**config.mk**
```make
export PLATFORM = sky130hd
export DESIGN_NAME = nf10_axi_lite_master_flat
export DESIGN_NICKNAME = d
export VERILOG_FILES = /design/src/rtl/nf10_axi_lite_master_if.sv /design/src/rtl/nf10_axi_lite_master.sv /design/src/flat_wrapper.sv
export SDC_FILE = /design/constraint.sdc
export NUM_CORES = 1
export LEC_CHECK = 0
export ABC_AREA = 1
export BUFFER_PORTS_ARGS = -buffer_cell sky130_fd_sc_hd__buf_2
export CAP_MARGIN = 5
export CORE_AREA = 2 2 116 118
export CTS_CLUSTER_DIAMETER = 200
export DETAILED_ROUTE_END_ITERATION = 8
export DIE_AREA = 0 0 118 120
export PLACE_DENSITY = 0.8
export SLEW_MARGIN = 25
export SYNTH_ARGS = -nofsm -noshare
export SYNTH_HDL_FRONTEND = slang
export SYNTH_SLANG_ARGS = --single-unit
```
**constraint.sdc**
```tcl
create_clock -name m_axi_aclk -period 4.9 [get_ports m_axi_aclk]
set_input_delay 0 -clock m_axi_aclk [delete_from_list [all_inputs] [get_ports m_axi_aclk]]
set_output_delay 0 -clock m_axi_aclk [all_outputs]
set_load 0.01 [all_outputs]
```
**src/rtl/nf10_axi_lite_master_if.sv**
```systemverilog
// AXI4-Lite bus bundle between the register master and a pcore s_axi_* port.
// The master modport drives address/data/valid and the response readies.
// The slave modport is the mirror image, for pcores or models on the far side.
interface nf10_axi_lite_master_if #(
  parameter int ADDR_W = 32,
  parameter int DATA_W = 32
);

  // Write address channel
  logic [ADDR_W-1:0]   awaddr;
  logic                awvalid;
  logic                awready;

  // Write data channel
  logic [DATA_W-1:0]   wdata;
  logic [DATA_W/8-1:0] wstrb;
  logic                wvalid;
  logic                wready;

  // Write response channel
  logic [1:0]          bresp;
  logic                bvalid;
  logic                bready;

  // Read address channel
  logic [ADDR_W-1:0]   araddr;
  logic                arvalid;
  logic                arready;

  // Read data channel
  logic [DATA_W-1:0]   rdata;
  logic [1:0]          rresp;
  logic                rvalid;
  logic                rready;

  modport master (
    output awaddr, awvalid,
    input  awready,
    output wdata, wstrb, wvalid,
    input  wready,
    input  bresp, bvalid,
    output bready,
    output araddr, arvalid,
    input  arready,
    input  rdata, rresp, rvalid,
    output rready
  );

  modport slave (
    input  awaddr, awvalid,
    output awready,
    input  wdata, wstrb, wvalid,
    output wready,
    output bresp, bvalid,
    input  bready,
    input  araddr, arvalid,
    output arready,
    output rdata, rresp, rvalid,
    input  rready
  );

endinterface

```
**src/rtl/nf10_axi_lite_master.sv**
```systemverilog
// nf10_axi_lite_master: single-outstanding AXI4-Lite initiator.
// It accepts one register command at a time and runs it as an AXI4-Lite
// write or read. It then presents a single response. A per-transaction
// timeout aborts the transaction with SLVERR if the slave stops responding.
module nf10_axi_lite_master #(
  parameter int C_M_AXI_ADDR_WIDTH = 32,
  parameter int C_M_AXI_DATA_WIDTH = 32,   // only 32 is supported
  parameter int C_TIMEOUT_CYCLES   = 64    // legal range 2..65535
) (
  input  logic                            m_axi_aclk,
  input  logic                            m_axi_aresetn,

  // Command side
  input  logic                            cmd_valid,
  output logic                            cmd_ready,
  input  logic                            cmd_rnw,
  input  logic [C_M_AXI_ADDR_WIDTH-1:0]   cmd_addr,
  input  logic [C_M_AXI_DATA_WIDTH-1:0]   cmd_wdata,
  input  logic [C_M_AXI_DATA_WIDTH/8-1:0] cmd_wstrb,

  // Response side
  output logic                            rsp_valid,
  input  logic                            rsp_ready,
  output logic [C_M_AXI_DATA_WIDTH-1:0]   rsp_rdata,
  output logic [1:0]                      rsp_resp,
  output logic                            rsp_timeout,

  // AXI4-Lite master port
  nf10_axi_lite_master_if.master          m_axi
);

  // FSM encoding
  localparam logic [2:0] ST_IDLE    = 3'd0;
  localparam logic [2:0] ST_WR      = 3'd1;
  localparam logic [2:0] ST_WR_RESP = 3'd2;
  localparam logic [2:0] ST_RD      = 3'd3;
  localparam logic [2:0] ST_RD_DATA = 3'd4;
  localparam logic [2:0] ST_RESP    = 3'd5;

  localparam int         STRB_W      = C_M_AXI_DATA_WIDTH / 8;
  // Last count value that may be spent waiting before the transaction aborts
  localparam logic [15:0] TMO_LAST   = 16'(C_TIMEOUT_CYCLES - 1);
  localparam logic [1:0]  RESP_SLVERR = 2'b10;

  // Reset synchroniser: assertion is asynchronous, release follows the clock
  logic [1:0] rst_sync_q;
  logic       rst_int_n;

  // Control and datapath state
  logic [2:0]                      state_q,       state_d;
  logic [C_M_AXI_ADDR_WIDTH-1:0]   addr_q,        addr_d;
  logic [C_M_AXI_DATA_WIDTH-1:0]   wdata_q,       wdata_d;
  logic [STRB_W-1:0]               wstrb_q,       wstrb_d;
  logic                            awvalid_q,     awvalid_d;
  logic                            wvalid_q,      wvalid_d;
  logic                            arvalid_q,     arvalid_d;
  logic                            bready_q,      bready_d;
  logic                            rready_q,      rready_d;
  logic                            rsp_valid_q,   rsp_valid_d;
  logic [C_M_AXI_DATA_WIDTH-1:0]   rsp_rdata_q,   rsp_rdata_d;
  logic [1:0]                      rsp_resp_q,    rsp_resp_d;
  logic                            rsp_timeout_q, rsp_timeout_d;
  logic [15:0]                     tmo_cnt_q,     tmo_cnt_d;

  // Combinational helpers
  logic        aw_left;
  logic        w_left;
  logic        tmo_expired;
  logic        do_abort;
  logic [15:0] tmo_cnt_inc;

  assign rst_int_n   = rst_sync_q[1];
  // The counter saturates so it can never wrap back below the limit
  assign tmo_cnt_inc = (tmo_cnt_q == 16'hFFFF) ? tmo_cnt_q : (tmo_cnt_q + 16'd1);
  assign tmo_expired = (tmo_cnt_q >= TMO_LAST);

  // Output wiring: all outputs come straight from registers
  assign cmd_ready     = (state_q == ST_IDLE) && rst_int_n;
  assign rsp_valid     = rsp_valid_q;
  assign rsp_rdata     = rsp_rdata_q;
  assign rsp_resp      = rsp_resp_q;
  assign rsp_timeout   = rsp_timeout_q;

  assign m_axi.awaddr  = addr_q;
  assign m_axi.awvalid = awvalid_q;
  assign m_axi.wdata   = wdata_q;
  assign m_axi.wstrb   = wstrb_q;
  assign m_axi.wvalid  = wvalid_q;
  assign m_axi.bready  = bready_q;
  assign m_axi.araddr  = addr_q;
  assign m_axi.arvalid = arvalid_q;
  assign m_axi.rready  = rready_q;

  // Reset synchroniser: assert immediately, release two clock edges later
  always_ff @(posedge m_axi_aclk or negedge m_axi_aresetn) begin
    if (!m_axi_aresetn) begin
      rst_sync_q <= 2'b00;
    end else begin
      rst_sync_q <= {rst_sync_q[0], 1'b1};
    end
  end

  // Next-state logic: command capture, channel tracking, timeout abort
  always_comb begin
    state_d       = state_q;
    addr_d        = addr_q;
    wdata_d       = wdata_q;
    wstrb_d       = wstrb_q;
    awvalid_d     = awvalid_q;
    wvalid_d      = wvalid_q;
    arvalid_d     = arvalid_q;
    bready_d      = bready_q;
    rready_d      = rready_q;
    rsp_valid_d   = rsp_valid_q;
    rsp_rdata_d   = rsp_rdata_q;
    rsp_resp_d    = rsp_resp_q;
    rsp_timeout_d = rsp_timeout_q;
    tmo_cnt_d     = tmo_cnt_q;
    aw_left       = 1'b0;
    w_left        = 1'b0;
    do_abort      = 1'b0;

    case (state_q)
      ST_IDLE: begin
        if (cmd_valid) begin
          addr_d    = cmd_addr;
          tmo_cnt_d = 16'd0;
          if (cmd_rnw) begin
            arvalid_d = 1'b1;
            state_d   = ST_RD;
          end else begin
            wdata_d   = cmd_wdata;
            wstrb_d   = cmd_wstrb;
            awvalid_d = 1'b1;
            wvalid_d  = 1'b1;
            state_d   = ST_WR;
          end
        end else begin
          state_d = ST_IDLE;
        end
      end

      ST_WR: begin
        // Each valid stays up only until its own handshake
        aw_left   = awvalid_q & ~m_axi.awready;
        w_left    = wvalid_q  & ~m_axi.wready;
        awvalid_d = aw_left;
        wvalid_d  = w_left;
        tmo_cnt_d = tmo_cnt_inc;
        if (!aw_left && !w_left) begin
          bready_d = 1'b1;
          state_d  = ST_WR_RESP;
        end else if (tmo_expired) begin
          do_abort = 1'b1;
        end else begin
          state_d = ST_WR;
        end
      end

      ST_WR_RESP: begin
        tmo_cnt_d = tmo_cnt_inc;
        if (m_axi.bvalid && bready_q) begin
          bready_d      = 1'b0;
          rsp_valid_d   = 1'b1;
          rsp_rdata_d   = {C_M_AXI_DATA_WIDTH{1'b0}};
          rsp_resp_d    = m_axi.bresp;
          rsp_timeout_d = 1'b0;
          state_d       = ST_RESP;
        end else if (tmo_expired) begin
          do_abort = 1'b1;
        end else begin
          state_d = ST_WR_RESP;
        end
      end

      ST_RD: begin
        tmo_cnt_d = tmo_cnt_inc;
        if (arvalid_q && m_axi.arready) begin
          arvalid_d = 1'b0;
          rready_d  = 1'b1;
          state_d   = ST_RD_DATA;
        end else if (tmo_expired) begin
          do_abort = 1'b1;
        end else begin
          state_d = ST_RD;
        end
      end

      ST_RD_DATA: begin
        tmo_cnt_d = tmo_cnt_inc;
        if (m_axi.rvalid && rready_q) begin
          rready_d      = 1'b0;
          rsp_valid_d   = 1'b1;
          rsp_rdata_d   = m_axi.rdata;
          rsp_resp_d    = m_axi.rresp;
          rsp_timeout_d = 1'b0;
          state_d       = ST_RESP;
        end else if (tmo_expired) begin
          do_abort = 1'b1;
        end else begin
          state_d = ST_RD_DATA;
        end
      end

      ST_RESP: begin
        // Response fields are held until the requester takes them
        if (rsp_ready) begin
          rsp_valid_d = 1'b0;
          state_d     = ST_IDLE;
        end else begin
          state_d = ST_RESP;
        end
      end

      default: begin
        awvalid_d   = 1'b0;
        wvalid_d    = 1'b0;
        arvalid_d   = 1'b0;
        bready_d    = 1'b0;
        rready_d    = 1'b0;
        rsp_valid_d = 1'b0;
        state_d     = ST_IDLE;
      end
    endcase

    // Abort: release the bus and report SLVERR with the timeout flag.
    // bready/rready go low, so a late bvalid/rvalid is never taken.
    if (do_abort) begin
      awvalid_d     = 1'b0;
      wvalid_d      = 1'b0;
      arvalid_d     = 1'b0;
      bready_d      = 1'b0;
      rready_d      = 1'b0;
      rsp_valid_d   = 1'b1;
      rsp_rdata_d   = {C_M_AXI_DATA_WIDTH{1'b0}};
      rsp_resp_d    = RESP_SLVERR;
      rsp_timeout_d = 1'b1;
      state_d       = ST_RESP;
    end else begin
      tmo_cnt_d = tmo_cnt_d;
    end
  end

  // State and output registers; reset drops every output at once
  always_ff @(posedge m_axi_aclk or negedge rst_int_n) begin
    if (!rst_int_n) begin
      state_q       <= ST_IDLE;
      addr_q        <= {C_M_AXI_ADDR_WIDTH{1'b0}};
      wdata_q       <= {C_M_AXI_DATA_WIDTH{1'b0}};
      wstrb_q       <= {STRB_W{1'b0}};
      awvalid_q     <= 1'b0;
      wvalid_q      <= 1'b0;
      arvalid_q     <= 1'b0;
      bready_q      <= 1'b0;
      rready_q      <= 1'b0;
      rsp_valid_q   <= 1'b0;
      rsp_rdata_q   <= {C_M_AXI_DATA_WIDTH{1'b0}};
      rsp_resp_q    <= 2'b00;
      rsp_timeout_q <= 1'b0;
      tmo_cnt_q     <= 16'd0;
    end else begin
      state_q       <= state_d;
      addr_q        <= addr_d;
      wdata_q       <= wdata_d;
      wstrb_q       <= wstrb_d;
      awvalid_q     <= awvalid_d;
      wvalid_q      <= wvalid_d;
      arvalid_q     <= arvalid_d;
      bready_q      <= bready_d;
      rready_q      <= rready_d;
      rsp_valid_q   <= rsp_valid_d;
      rsp_rdata_q   <= rsp_rdata_d;
      rsp_resp_q    <= rsp_resp_d;
      rsp_timeout_q <= rsp_timeout_d;
      tmo_cnt_q     <= tmo_cnt_d;
    end
  end

endmodule

```
**src/flat_wrapper.sv**
```systemverilog
// flat-port wrapper written by rule: the top's interface ports become plain ports
module nf10_axi_lite_master_flat 
#(
  parameter int C_M_AXI_ADDR_WIDTH = 32,
  parameter int C_M_AXI_DATA_WIDTH = 32,                          
  parameter int C_TIMEOUT_CYCLES   = 64                           
)
  (m_axi_aclk, m_axi_aresetn, cmd_valid, cmd_ready, cmd_rnw, cmd_addr, cmd_wdata, cmd_wstrb, rsp_valid, rsp_ready, rsp_rdata, rsp_resp, rsp_timeout, m_axi_awaddr, m_axi_awvalid, m_axi_awready, m_axi_wdata, m_axi_wstrb, m_axi_wvalid, m_axi_wready, m_axi_bresp, m_axi_bvalid, m_axi_bready, m_axi_araddr, m_axi_arvalid, m_axi_arready, m_axi_rdata, m_axi_rresp, m_axi_rvalid, m_axi_rready);
  nf10_axi_lite_master_if #(.ADDR_W(32), .DATA_W(32)) m_axi_i ();
  input  logic m_axi_aclk;
  input  logic m_axi_aresetn;
  input  logic cmd_valid;
  output logic cmd_ready;
  input  logic cmd_rnw;
  input  logic [C_M_AXI_ADDR_WIDTH-1:0] cmd_addr;
  input  logic [C_M_AXI_DATA_WIDTH-1:0] cmd_wdata;
  input  logic [C_M_AXI_DATA_WIDTH/8-1:0] cmd_wstrb;
  output logic rsp_valid;
  input  logic rsp_ready;
  output logic [C_M_AXI_DATA_WIDTH-1:0] rsp_rdata;
  output logic [1:0] rsp_resp;
  output logic rsp_timeout;
  output wire logic [$bits(m_axi_i.awaddr)-1:0] m_axi_awaddr;
  output wire logic [$bits(m_axi_i.awvalid)-1:0] m_axi_awvalid;
  input wire logic [$bits(m_axi_i.awready)-1:0] m_axi_awready;
  output wire logic [$bits(m_axi_i.wdata)-1:0] m_axi_wdata;
  output wire logic [$bits(m_axi_i.wstrb)-1:0] m_axi_wstrb;
  output wire logic [$bits(m_axi_i.wvalid)-1:0] m_axi_wvalid;
  input wire logic [$bits(m_axi_i.wready)-1:0] m_axi_wready;
  input wire logic [$bits(m_axi_i.bresp)-1:0] m_axi_bresp;
  input wire logic [$bits(m_axi_i.bvalid)-1:0] m_axi_bvalid;
  output wire logic [$bits(m_axi_i.bready)-1:0] m_axi_bready;
  output wire logic [$bits(m_axi_i.araddr)-1:0] m_axi_araddr;
  output wire logic [$bits(m_axi_i.arvalid)-1:0] m_axi_arvalid;
  input wire logic [$bits(m_axi_i.arready)-1:0] m_axi_arready;
  input wire logic [$bits(m_axi_i.rdata)-1:0] m_axi_rdata;
  input wire logic [$bits(m_axi_i.rresp)-1:0] m_axi_rresp;
  input wire logic [$bits(m_axi_i.rvalid)-1:0] m_axi_rvalid;
  output wire logic [$bits(m_axi_i.rready)-1:0] m_axi_rready;
  assign m_axi_awaddr = m_axi_i.awaddr;
  assign m_axi_awvalid = m_axi_i.awvalid;
  assign m_axi_i.awready = m_axi_awready;
  assign m_axi_wdata = m_axi_i.wdata;
  assign m_axi_wstrb = m_axi_i.wstrb;
  assign m_axi_wvalid = m_axi_i.wvalid;
  assign m_axi_i.wready = m_axi_wready;
  assign m_axi_i.bresp = m_axi_bresp;
  assign m_axi_i.bvalid = m_axi_bvalid;
  assign m_axi_bready = m_axi_i.bready;
  assign m_axi_araddr = m_axi_i.araddr;
  assign m_axi_arvalid = m_axi_i.arvalid;
  assign m_axi_i.arready = m_axi_arready;
  assign m_axi_i.rdata = m_axi_rdata;
  assign m_axi_i.rresp = m_axi_rresp;
  assign m_axi_i.rvalid = m_axi_rvalid;
  assign m_axi_rready = m_axi_i.rready;
  nf10_axi_lite_master #(.C_M_AXI_ADDR_WIDTH(C_M_AXI_ADDR_WIDTH), .C_M_AXI_DATA_WIDTH(C_M_AXI_DATA_WIDTH), .C_TIMEOUT_CYCLES(C_TIMEOUT_CYCLES)) u_core (.m_axi_aclk(m_axi_aclk), .m_axi_aresetn(m_axi_aresetn), .cmd_valid(cmd_valid), .cmd_ready(cmd_ready), .cmd_rnw(cmd_rnw), .cmd_addr(cmd_addr), .cmd_wdata(cmd_wdata), .cmd_wstrb(cmd_wstrb), .rsp_valid(rsp_valid), .rsp_ready(rsp_ready), .rsp_rdata(rsp_rdata), .rsp_resp(rsp_resp), .rsp_timeout(rsp_timeout), .m_axi(m_axi_i));
endmodule
```
# Yosys cells after proc, flatten, opt, wreduce, memory -nomap -nowiden
# Index checks and enable logic that the tools add are counted.
# totals
register_bits	130
input_bits	114
out_inout_bits	142
word_cells	129
# classes
addsub	1
n_lt_le_gt_ge	1
eq_ne	25
n_mux	56
n_bitwise	5
reduce_logical	26
# ops
op	count
32-bit 2-to-1 mux	3
32-bit one-hot mux with 2 select lines	1
16-bit 2-to-1 mux	2
16-bit one-hot mux with 2 select lines	1
3-bit 2-to-1 mux	10
1-bit 2-to-1 mux	24
4-bit OR reduction	5
3-bit one-hot mux with 6 select lines	1
3-bit AND reduction	6
16-bit by 1-bit adder with 16-bit output, second input constant	1
16-bit equality test, second input constant	1
16-bit by 6-bit >= comparator with 1-bit output, second input constant	1
4-bit inequality test, second input constant	4
1-bit one-hot mux with 3 select lines	5
3-bit by 1-bit inequality test with 1-bit output, second input constant	4
3-bit by 2-bit inequality test with 1-bit output, second input constant	4
4-bit AND reduction	3
2-bit 2-to-1 mux	5
2-bit by 1-bit inequality test with 1-bit output, second input constant	5
1-bit one-hot mux with 4 select lines	2
3-bit by 2-bit equality test with 1-bit output, second input constant	2
3-bit equality test, second input constant	2
1-bit logical AND	5
2-bit inequality test, second input constant	2
11 further kinds	15

# Longest topological paths before layout
# Gate-level depths: netlist of run 1.
# logic_depth
depth_word	8
ltp_mapped	11

# Least setup slack after synthesis of run 1
# No wires, ideal clock.
# synth_timing
kind	reg-to-output
startpoint	register u_core.rst_sync_q[1]
endpoint	output cmd_ready
arrival_time_ns	3.465
required_time_ns	4.900
setup_slack_ns	1.435
stages_incl_launch_ff	3
path_buffers	0
path_cell_list	dfrtp_1 > inv_1 > nor2_1
# synth_between
elab_chain_len	1
# synth_rtl
element	line_no	text
from (decl)	nf10_axi_lite_master.sv:46	logic [1:0] rst_sync_q;
from (signal assigned)	nf10_axi_lite_master.sv:99	rst_sync_q <= {rst_sync_q[0], 1'b1};
1-bit logical AND	nf10_axi_lite_master.sv:78	assign cmd_ready = (state_q == ST_IDLE) && rst_int_n;
to (decl)	flat_wrapper.sv:13	output logic cmd_ready;
# Every way passes these cells.

# Worst setup path after layout of run 1
# layout_timing
startpoint	register u_core.state_q[0]
endpoint	register u_core.state_q[0]
# layout_between
elab_chain_len	4
elab_cells_between_ends	14
cone_classes	eq/ne (9); mux (3); reduce/logical (2)
# layout_rtl
element	line_no	text
from (decl)	nf10_axi_lite_master.sv:50	logic [2:0] state_q, state_d;
from (signal assigned)	nf10_axi_lite_master.sv:262	state_q <= state_d;
3-bit equality test, or another cell as far along	nf10_axi_lite_master.sv:123	case (state_q)
1-bit one-hot mux with 4 select lines	nf10_axi_lite_master.sv:123	
4-bit inequality test (no source line)	n/a	
4-bit AND reduction (no source line)	n/a	
# Several ways; a longest one is shown, not always the timed one.
# A chain may end at the register's enable or synchronous reset.

==> results.txt, run 1 <==
Most common cell after layout, fill and taps aside - buf_2
CP Capture Type - flop
Vias in the first global route - 5812
Register area - 3260 sq um
Slew @ Worst Pin - 0.986 ns
Sequential area share after synthesis - 0.523
Fin. max-slew vios - 0
Synth Register Bits - 130
Crit path from - u_core.state_q[0]
Slew margin rel. - 0.339
PwrDens - 574 nW/um^2
Cell count after placement - 1029
Crit path DAT - 3.09 ns
Final period util - 0.561
WP data required - 5.24 ns
Initial antenna violation count - 1
Worst-Skew Late Latency - 0.41 ns
Routed wire per std cell - 15.9 microns
MaxCap Viol Count - 0
Post-route ant nets - 0
Commonest register cell after synthesis - dfrtp_1
Post-detail-place hpwl - 10900 microns
Chip Width - 118 microns
GPL Wtd Cong - 0.859
WS Path Type - reg2reg
Finished Layout Cells - 1169
Synth Instances - 658
CTS tree - built
Setup_tns - 0 ns
Final Hold Viols - 0
Clk sinks - 130
Fin nets - 1094
Area of the multi-input gates - 2400 sq um
Gr ovfl total - 0
Post-Syn Area - 6210 sq um
Number of H-tree levels - 4
Hold WS - 0.0199 ns
Worst hold path class - in2reg
Share of cells above drive strength 1 - 0.350
CP top delay family - buffers and inverters
Buf+Inv Stages, Crit Path - 1
Reg2reg start - u_core.state_q[0]
Worst reg2reg path depth - 7
Clock Pin Slew Worst Setup and Hold Paths - 0.05 ns
RSZ-0062 raised after global routing - false
Row count - 42
Initial core utilization - 0.479
Yosys warns - 0
R2R Setup Slk - 2.15 ns
Syn Nets - 773
Die area - 14200 sq um
Synth top area share - 0.523
Synth area leaders - dfrtp_1 (52%), nand2_1 (13%), mux2_4 (6.5%)
Largest area contributor in the netlist - dfrtp_1
First-pass GRT wire length - 29200 microns
Clock Tree Buf Depth - 2
Area grow syn2layout - 43.6%
Post-route minimum period - 2.75 ns
Crit. path cell count - 7
Root buf cell - clkbuf_16
Slowest cell on the critical path - clkinv_1
Worst path max stage delay - 0.92 ns
Drt total wl - 18600 microns
Final WS setup - 2.15 ns
FFs w/ async S/R, synth - 1.00
Final setup vio count - 0
CTS buffer count - 17
Final core occ - 0.688
Post-synth EDFFs - 0
Top achievable clock speed - 364 MHz
Routed vias/inst - 4.92
Pre-CTS setup slack - 2.25 ns
Worst setup endpoint - u_core.state_q[0]
Post-CTS setup buffer count - 0
Worst path cell trace - nor2_4 -> nand2_4 -> nor2_8 -> clkinv_1 -> o21ai_0 -> nor3_1 -> nand2_1
IO Pins - 256
Pleak - 4.91 nW
Largest net degree at the start of global routing - 73
Chip height - 120 microns
Synthesized area per cell - 9.44 sq um
Max rail drop VDD - 0.000306 V
Via count - 5749
Yosys cell types - 37
RR Endpoint - u_core.state_q[0]
Core ar. - 13000 sq um
Final routed DRC violation total - 0
Status - complete, no violations
Filler cell count in the final layout - 970
Total track usage - 0.263
Post-CTS sizing - 0
Port buffer count - 255
Drt first-iter violations - 445
Worst setup SP type - flop
Fin Clk Skew - 0.00766 ns
Most frequent cells in the layout - buf_2 (255), nand2_1 (215), dfrtp_1 (129)
Drt first pass iters - 5
Critical Path Fanout Max - 35
[Yosys cell counts (all sizes together) (2+ instances only)]
cell type and instances:
buf 57, clkbuf 5, dfrtp 130, inv 32, mux2 36, nand2 224, nand3 54, nand3b 2
nand4 37, nor2 30, nor3 8, o21ai 25, or2 2, xor2 9
[how the worst min path moves through the flow]
stage	start	cells past startpoint	slack [ns]	end
finish	m_axi_wready	5	0.02	u_core.m_axi.bready
global route	m_axi_arready	5	0.06	u_core.state_q[2]
CTS	m_axi_wready	5	0.001	u_core.m_axi.bready
detailed placement	m_axi_aresetn	1	-0.21	u_core.rst_sync_q[0]
global placement	m_axi_aresetn	1	-0.21	u_core.rst_sync_q[0]
floorplan	m_axi_aresetn	0	-0.30	u_core.rst_sync_q[0]
[worst register-to-register path, stage by stage, from the launching register on]
cell,delay (ns)
dfrtp_1,0.50
nor2_4,0.22
nand2_4,0.12
nor2_8,0.41
clkinv_1,0.93
o21ai_0,0.36
nor3_1,0.08
nand2_1,0.06
[sequential cells by signal (all words and copies together) (netlist names)]
name                  flops
u_core.rsp_resp           2
u_core.m_axi.rready       1
u_core.m_axi.wdata       32
u_core.m_axi.bready       1
u_core.m_axi.arvalid      1
u_core.tmo_cnt_q         16
u_core.m_axi.araddr      32
u_core.m_axi.awvalid      1
u_core.state_q            3
u_core.rsp_rdata         32
u_core.m_axi.wvalid       1
u_core.rst_sync_q         2
u_core.rsp_timeout        1
u_core.rsp_valid          1
u_core.m_axi.wstrb        4
[final cells by class]
cell class / count / share of cell area
Sequential cell: 130 / 0.365
Tap cell: 176 / 0.0247
Timing Repair Buffer: 364 / 0.265
Clock inverter: 13 / 0.0125
Clock buffer: 19 / 0.0507
Antenna cell: 1 / 0.000280
Inverter: 32 / 0.0137
Multi-Input combinational cell: 434 / 0.269
[per-stage QoR]
stage	area [sq um]	total power, mW
2_1_floorplan	6210	3.24
3_3_place_gp	7290	3.76
3_5_place_dp	7290	3.81
5_1_grt	8930	5.43
6_report	8930	5.13
4_1_cts	8920	5.09
[kinds of logic after synthesis]
group	after synthesis	synth area share
other	1	0.000603
DFF	130	0.523
and+or+nand+nor	358	0.263
xor gates and xnor gates	10	0.0141
buffers and inverters	94	0.0906
muxes	36	0.0815
AOI/OAI and AO/OA	28	0.0250
adders and majority gates	1	0.00201
[where the power goes]
group          switching [mW]  internal (mW)  total, mW
clock network           0.472          0.721       1.19
logic                    1.27          0.881       2.15
registers               0.312           1.47       1.78
[timing repair]
item,in CTS,in global routing
setup endpoints to repair,0,0
endpoints found under the hold margin,109,0
hold buffers,107,0
[layer usage]
layer / GRT usage / wire [microns] / vias up
met3: 0.0651 / 986 / 59
met4: 0.135 / 720 / 0
met2: 0.460 / 9560 / 249
li1: - / - / 2756
met1: 0.300 / 7300 / 2685
met5: 0 / 0 / -
Note: power is estimated with default switching activity, not from simulation.
==> run 2: changes to the inputs <==
- clock period: 4.9 -> 2.77 ns (I/O delays scaled with it)
==> run 2 against run 1 <==
Hold slack worse by 0.0073 ns. Non-clock buffer count up 7. Combinational power rose by 80%. Final cell count is 0.51% higher. Sequential share of layout area decreased by 0.54 points. Clock power rose by 100%. Critical path depth is 3 higher. Sequential cell count is the same. Final area rose by 1.5%. Sequential power is 78% higher. Register-to-register slack got worse by 2.0 ns. Total power increased by 85%.
==> results.txt, run 2 (synthesis gave the netlist of run 1 again) <==
Fin. max-slew vios - 0 (unchanged)
Clock Pin Slew Worst Setup and Hold Paths - 0.06 ns (was 0.05 ns)
Clock Tree Buf Depth - 2 (unchanged)
Worst-Skew Late Latency - 0.43 ns (was 0.41 ns)
Largest net degree at the start of global routing - 74 (was 73)
Final period util - 0.932 (was 0.561)
Final Hold Viols - 0 (unchanged)
Critical Path Fanout Max - 35 (unchanged)
Routed length on met2 - 9920 microns (was 9560 microns)
Finished Layout Cells - 1175 (was 1169)
CTS tree - built (unchanged)
DR top layer - met4 (unchanged)
Worst hold path class - in2reg (unchanged)
Status - complete, no violations (unchanged)
CTS buffer count - 17 (unchanged)
Most common cell after layout, fill and taps aside - buf_2 (unchanged)
CP Capture Type - flop (unchanged)
Share of cells above drive strength 1 - 0.352 (was 0.350)
Worst setup SP type - flop (unchanged)
GPL Wtd Cong - 0.885 (was 0.859)
Top achievable clock speed - 387 MHz (was 364 MHz)
Filler cell count in the final layout - 936 (was 970)
Met1 WL - 6950 microns (was 7300 microns)
PwrDens - 1040 nW/um^2 (was 574 nW/um^2)
Max rail drop VDD - 0.000633 V (was 0.000306 V)
PnR Total Power - 9.46 mW (was 5.13 mW)
Routed vias/inst - 5.09 (was 4.92)
Routed wire per std cell - 16.0 microns (was 15.9 microns)
Core ar. - 13000 sq um (unchanged)
Vias in the first global route - 6037 (was 5812)
Setup_tns - 0 ns (unchanged)
Pleak - 4.98 nW (was 4.91 nW)
Worst path cell trace - nor2_4 -> nand2_4 -> inv_6 -> nor2_8 -> nor2_4 -> buf_4 -> o21ai_0 -> dlygate4sd3_1 -> o21ai_0 -> nand2_1 (was nor2_4 -> nand2_4 -> nor2_8 -> clkinv_1 -> o21ai_0 -> nor3_1 -> nand2_1)
Slew margin rel. - 0.407 (was 0.339)
Chip Width - 118 microns (unchanged)
N_diodes - 0 (was 1)
Pre-CTS setup slack - 0.644 ns (was 2.25 ns)
Slew @ Worst Pin - 0.889 ns (was 0.986 ns)
Root buf cell - clkbuf_16 (unchanged)
Via count - 5983 (was 5749)
Final routed DRC violation total - 0 (unchanged)
DR WL met3 - 1160 microns (was 986 microns)
Drt first-iter violations - 506 (was 445)
Cell count after placement - 1034 (was 1029)
Post-CTS setup buffer count - 0 (unchanged)
Fin Clk Skew - 0.0170 ns (was 0.00766 ns)
Final core occ - 0.698 (was 0.688)
Gr ovfl total - 0 (unchanged)
Initial core utilization - 0.479 (unchanged)
Port buffer count - 255 (unchanged)
Area grow syn2layout - 45.8% (was 43.6%)
First-pass GRT wire length - 30100 microns (was 29200 microns)
Crit path DAT - 2.89 ns (was 3.09 ns)
IO Pins - 256 (unchanged)
Die area - 14200 sq um (unchanged)
Worst path max stage delay - 0.58 ns (was 0.92 ns)
Drt total wl - 18800 microns (was 18600 microns)
RSZ-0062 raised after global routing - false (unchanged)
Post-route minimum period - 2.58 ns (was 2.75 ns)
MaxCap Viol Count - 0 (unchanged)
Chip height - 120 microns (unchanged)
Final setup vio count - 0 (unchanged)
Slowest cell on the critical path - dlygate4sd3_1 (was clkinv_1)
Post-route ant nets - 0 (unchanged)
Row count - 42 (unchanged)
Post-detail-place hpwl - 10800 microns (was 10900 microns)
Clk sinks - 130 (unchanged)
WP data required - 3.08 ns (was 5.24 ns)
Number of H-tree levels - 4 (unchanged)
Initial antenna violation count - 0 (was 1)
Most frequent cells in the layout - buf_2 (255), nand2_1 (215), dfrtp_1 (129) (unchanged)
Drt first pass iters - 9 (was 5)
Total track usage - 0.270 (was 0.263)
WS Path Type - reg2reg (unchanged)
Fin nets - 1101 (was 1094)
Final WS setup - 0.188 ns (was 2.15 ns)
[run 2: cell types whose count changed in the layout (fill, tap and decap cells not counted), sizes merged, moves of 2 or more]
| cell | previous run | this run |
|---|---|---|
| dlygate4sd3 | 107 | 109 |
| bufinv | 1 | 4 |
| clkinv | 8 | 4 |
| buf | 257 | 262 |
| inv | 32 | 35 |
[run 2: worst paths after layout]
path	from	end	slack, ns	depth (start not counted)
worst max-delay path	u_core.state_q[0]	u_core.rsp_resp[1]	0.19	10
worst min-delay path	m_axi_wready	u_core.m_axi.bready	0.01	5
worst max register to register	u_core.state_q[0]	u_core.rsp_resp[1]	0.19	10
worst min register to register	u_core.rst_sync_q[0]	u_core.rst_sync_q[1]	0.35	0
max in group asynchronous	u_core.rst_sync_q[1]	u_core.m_axi.araddr[31]	1.64	1
min in group asynchronous	m_axi_aresetn	u_core.rst_sync_q[0]	0.48	3
[run 2: what timing repair did]
item,in CTS,in global routing
resized for setup,0,1
setup endpoints to repair,0,1
hold buffers,109,0
endpoints found under the hold margin,110,0
[run 2: where the power goes]
part           switching [mW]  internal [mW]  leakage, nW  total [mW]
combinational            2.28           1.59         3.01        3.87
clock                   0.888           1.54        0.305        2.43
sequential              0.555           2.60         1.67        3.16
[run 2: final cells by class]
| type | instances | area, sq um | share of cell area |
|---|---|---|---|
| flip-flops and latches | 130 | 3260 | 0.359 |
| repair buffers | 371 | 2420 | 0.267 |
| multi-input cells | 434 | 2400 | 0.265 |
| clock buffers | 18 | 439 | 0.0485 |
| well taps | 176 | 220 | 0.0243 |
| clock inverters | 14 | 203 | 0.0224 |
| inverters | 32 | 125 | 0.0138 |
[run 2: per-layer routing]
layer | track usage | vias to the layer above
li1 | - | 2774
met1 | 0.297 | 2830
met2 | 0.480 | 300
met3 | 0.0703 | 79
met4 | 0.142 | 0
met5 | 0 | -
[run 2: through the flow]
| stage | instance area, sq um | hold slack [ns] |
|---|---|---|
| 6_report | 9060 | 0.0126 |
| 5_1_grt | 9060 | 0.0545 |
| 4_1_cts | 9060 | 0.00296 |
| 3_5_place_dp | 7330 | -0.206 |
| 3_3_place_gp | 7330 | -0.204 |
| 2_1_floorplan | 6220 | -0.296 |
[run 2: worst max-delay path: cells and delay by family, from the launching register on]
kind,cells,cell delay [ns]
buf+inv,3,1.17
simple gates,5,0.57
flops,1,0.50
compound gates,2,0.22
==> run 3: changes to the inputs <==
- CORE_AREA: 2 2 116 118 -> 10 10 124 126
- DIE_AREA: 0 0 118 120 -> 0 0 134 136
- MAX_ROUTING_LAYER: unset -> met4
==> run 3 against run 2 <==
Final cell count grew 0.17%. Sequential power is essentially flat. Critical path depth is the same. Combinational power grew 3%. Utilization shrank 0.15 points. Final area shrank 0.22%. Maximum frequency grew 4.1%. Die area grew 29%. Clock skew shrank 0.0094 ns. Global-route usage shrank 4.0 points. Non-clock buffer count shrank 1. Largest cell class unchanged. Largest power group unchanged.
==> results.txt, run 3 (synthesis gave the netlist of run 1 again) <==
Via count - 5909 (was 5983)
Critical Path Fanout Max - 35 (unchanged)
Slew margin rel. - 0.566 (was 0.407)
WS Path Type - reg2reg (unchanged)
Largest net degree at the start of global routing - 78 (was 74)
Drt total wl - 20800 microns (was 18800 microns)
First-pass GRT wire length - 32600 microns (was 30100 microns)
Drt first-iter violations - 529 (was 506)
Row count - 42 (unchanged)
Routed wire per std cell - 17.7 microns (was 16.0 microns)
Post-detail-place hpwl - 12900 microns (was 10800 microns)
Reg power frac - 0.337 (was 0.334)
Gr ovfl total - 0 (unchanged)
RSZ-0062 raised after global routing - false (unchanged)
Filler cell count in the final layout - 915 (was 936)
Crit path from - u_core.state_q[0] (unchanged)
Final period util - 0.896 (was 0.932)
Fin nets - 1100 (was 1101)
IO Pins - 256 (unchanged)
PwrDens - 1040 nW/um^2 (about the same)
Reg2reg start - u_core.state_q[0] (unchanged)
Port buffer count - 255 (unchanged)
Post-route minimum period - 2.48 ns (was 2.58 ns)
CTS tree - built (unchanged)
Final Hold Viols - 0 (unchanged)
Final WS setup - 0.289 ns (was 0.188 ns)
Clock Pin Slew Worst Setup and Hold Paths - 0.06 ns (about the same)
Vias in the first global route - 6146 (was 6037)
Core ar. - 13000 sq um (unchanged)
Setup_tns - 0 ns (unchanged)
MaxCap Viol Count - 0 (unchanged)
Slew @ Worst Pin - 0.650 ns (was 0.889 ns)
Clock Tree Buf Depth - 2 (unchanged)
Final setup vio count - 0 (unchanged)
GPL Wtd Cong - 0.927 (was 0.885)
Most common cell after layout, fill and taps aside - buf_2 (unchanged)
Total track usage - 0.230 (was 0.270)
Top achievable clock speed - 403 MHz (was 387 MHz)
Comb power frac - 0.424 (was 0.409)
Clock group share of total power - 0.239 (was 0.257)
CP Capture Type - flop (unchanged)
Most frequent cells in the layout - buf_2 (255), nand2_1 (215), dfrtp_1 (129) (unchanged)
Pre-CTS setup slack - 0.563 ns (was 0.644 ns)
Chip height - 136 microns (was 120 microns)
PnR Total Power - 9.38 mW (was 9.46 mW)
Routed vias/inst - 5.02 (was 5.09)
Worst-Skew Late Latency - 0.41 ns (was 0.43 ns)
Initial antenna violation count - 2 (was 0)
Worst path max stage delay - 0.58 ns (about the same)
Final routed DRC violation total - 0 (unchanged)
Worst path cell trace - nor2_4 -> nand2_4 -> inv_6 -> nor2_8 -> nor2_4 -> buf_6 -> o21ai_0 -> dlygate4sd3_1 -> o21ai_0 -> nand2_1 (was nor2_4 -> nand2_4 -> inv_6 -> nor2_8 -> nor2_4 -> buf_4 -> o21ai_0 -> dlygate4sd3_1 -> o21ai_0 -> nand2_1)
Post-route ant nets - 0 (unchanged)
Fin Clk Skew - 0.00760 ns (was 0.0170 ns)
Slowest cell on the critical path - dlygate4sd3_1 (unchanged)
Drt first pass iters - 6 (was 9)
Fin. max-slew vios - 0 (unchanged)
Die area - 18200 sq um (was 14200 sq um)
Number of H-tree levels - 4 (unchanged)
Int Pwr - 5.63 mW (was 5.74 mW)
Hold wc startpoint - m_axi_awready (was m_axi_wready)
Switching share of power - 0.400 (was 0.394)
CTS buffer count - 17 (unchanged)
Root buf cell - clkbuf_16 (unchanged)
Clk sinks - 130 (unchanged)
Area grow syn2layout - 45.5% (was 45.8%)
Crit path DAT - 2.76 ns (was 2.89 ns)
WP data required - 3.05 ns (was 3.08 ns)
Status - complete, no violations (unchanged)
Max rail drop VDD - 0.000651 V (was 0.000633 V)
Chip Width - 134 microns (was 118 microns)
Worst setup SP type - flop (unchanged)
Worst hold path class - in2reg (unchanged)
Pleak - 4.97 nW (was 4.98 nW)
Net switching power - 3.75 mW (was 3.72 mW)
Share of cells above drive strength 1 - 0.354 (was 0.352)
Initial core utilization - 0.479 (unchanged)
-- run 3: cell types whose count changed in the layout (fill, tap and decap cells not counted), sizes merged --
| cell | before | now |
|---|---|---|
| diode | 0 | 3 |
| bufinv | 4 | 2 |
| clkbuf | 18 | 20 |
| dlygate4sd3 | 109 | 107 |
| inv | 35 | 33 |
| buf | 262 | 263 |
| clkinv | 4 | 5 |
| clkinvlp | 3 | 4 |
-- run 3: worst max-delay path: cells and delay by family (launching register included) --
family / cells / cell delay (ns)
flops: 1 / 0.49
simple gates: 5 / 0.61
buf+inv: 3 / 1.05
compound gates: 2 / 0.19
-- run 3: cell type report --
| class | instances | area (sq um) | area share |
|---|---|---|---|
| Sequential cell | 130 | 3260 | 0.360 |
| Timing Repair Buffer | 370 | 2440 | 0.269 |
| Multi-Input combinational cell | 434 | 2400 | 0.265 |
| Clock buffer | 20 | 467 | 0.0516 |
| Tap cell | 176 | 220 | 0.0244 |
| Clock inverter | 12 | 131 | 0.0145 |
| Inverter | 32 | 125 | 0.0138 |
| Antenna cell | 3 | 7.51 | 0.000830 |
-- run 3: metrics by stage --
stage                     std cells   util  hold WS (ns)  area, sq um
after floorplan                 658      -        -0.296         6220
after global placement         1034  0.566        -0.212         7350
after detailed placement       1034  0.566        -0.211         7350
after CTS                      1173  0.695        0.0163         9020
after global routing           1176  0.696        0.0598         9040
final                          1177  0.697        0.0263         9040
-- run 3: worst paths after layout --
kind / end / slack (ns) / cells past startpoint
setup reg to reg: u_core.rsp_resp[1] / 0.29 / 10
hold / removal: u_core.m_axi.bready / 0.03 / 5
max in group asynchronous: u_core.m_axi.araddr[24] / 1.64 / 1
setup / recovery: u_core.rsp_resp[1] / 0.29 / 10
min in group asynchronous: u_core.rsp_rdata[5] / 0.36 / 0
hold reg to reg: u_core.rsp_rdata[5] / 0.36 / 0
-- run 3: power by group through the flow --
stage / sequential, mW / clock [mW] / combinational [mW]
final: 3.16 / 2.24 / 3.98
after global routing: 3.24 / 2.36 / 4.38
after CTS: 3.11 / 2.27 / 3.90
after detailed placement: 3.12 / 0 / 3.76
after global placement: 3.11 / 0 / 3.69
after floorplan: 3.36 / 0 / 2.37
-- run 3: routing by layer --
metal  share of wire  GRT usage
met5               0          -
met4           0.024     0.0750
met3           0.072     0.0624
met2            0.53      0.388
met1            0.37      0.260
-- run 3: timing repair --
| action | CTS | global route |
|---|---|---|
| endpoints found under the hold margin | 108 | 0 |
| hold buffers | 107 | 0 |
| setup buffers | 0 | 1 |
| resized for setup | 0 | 2 |
| setup endpoints to repair | 0 | 1 |
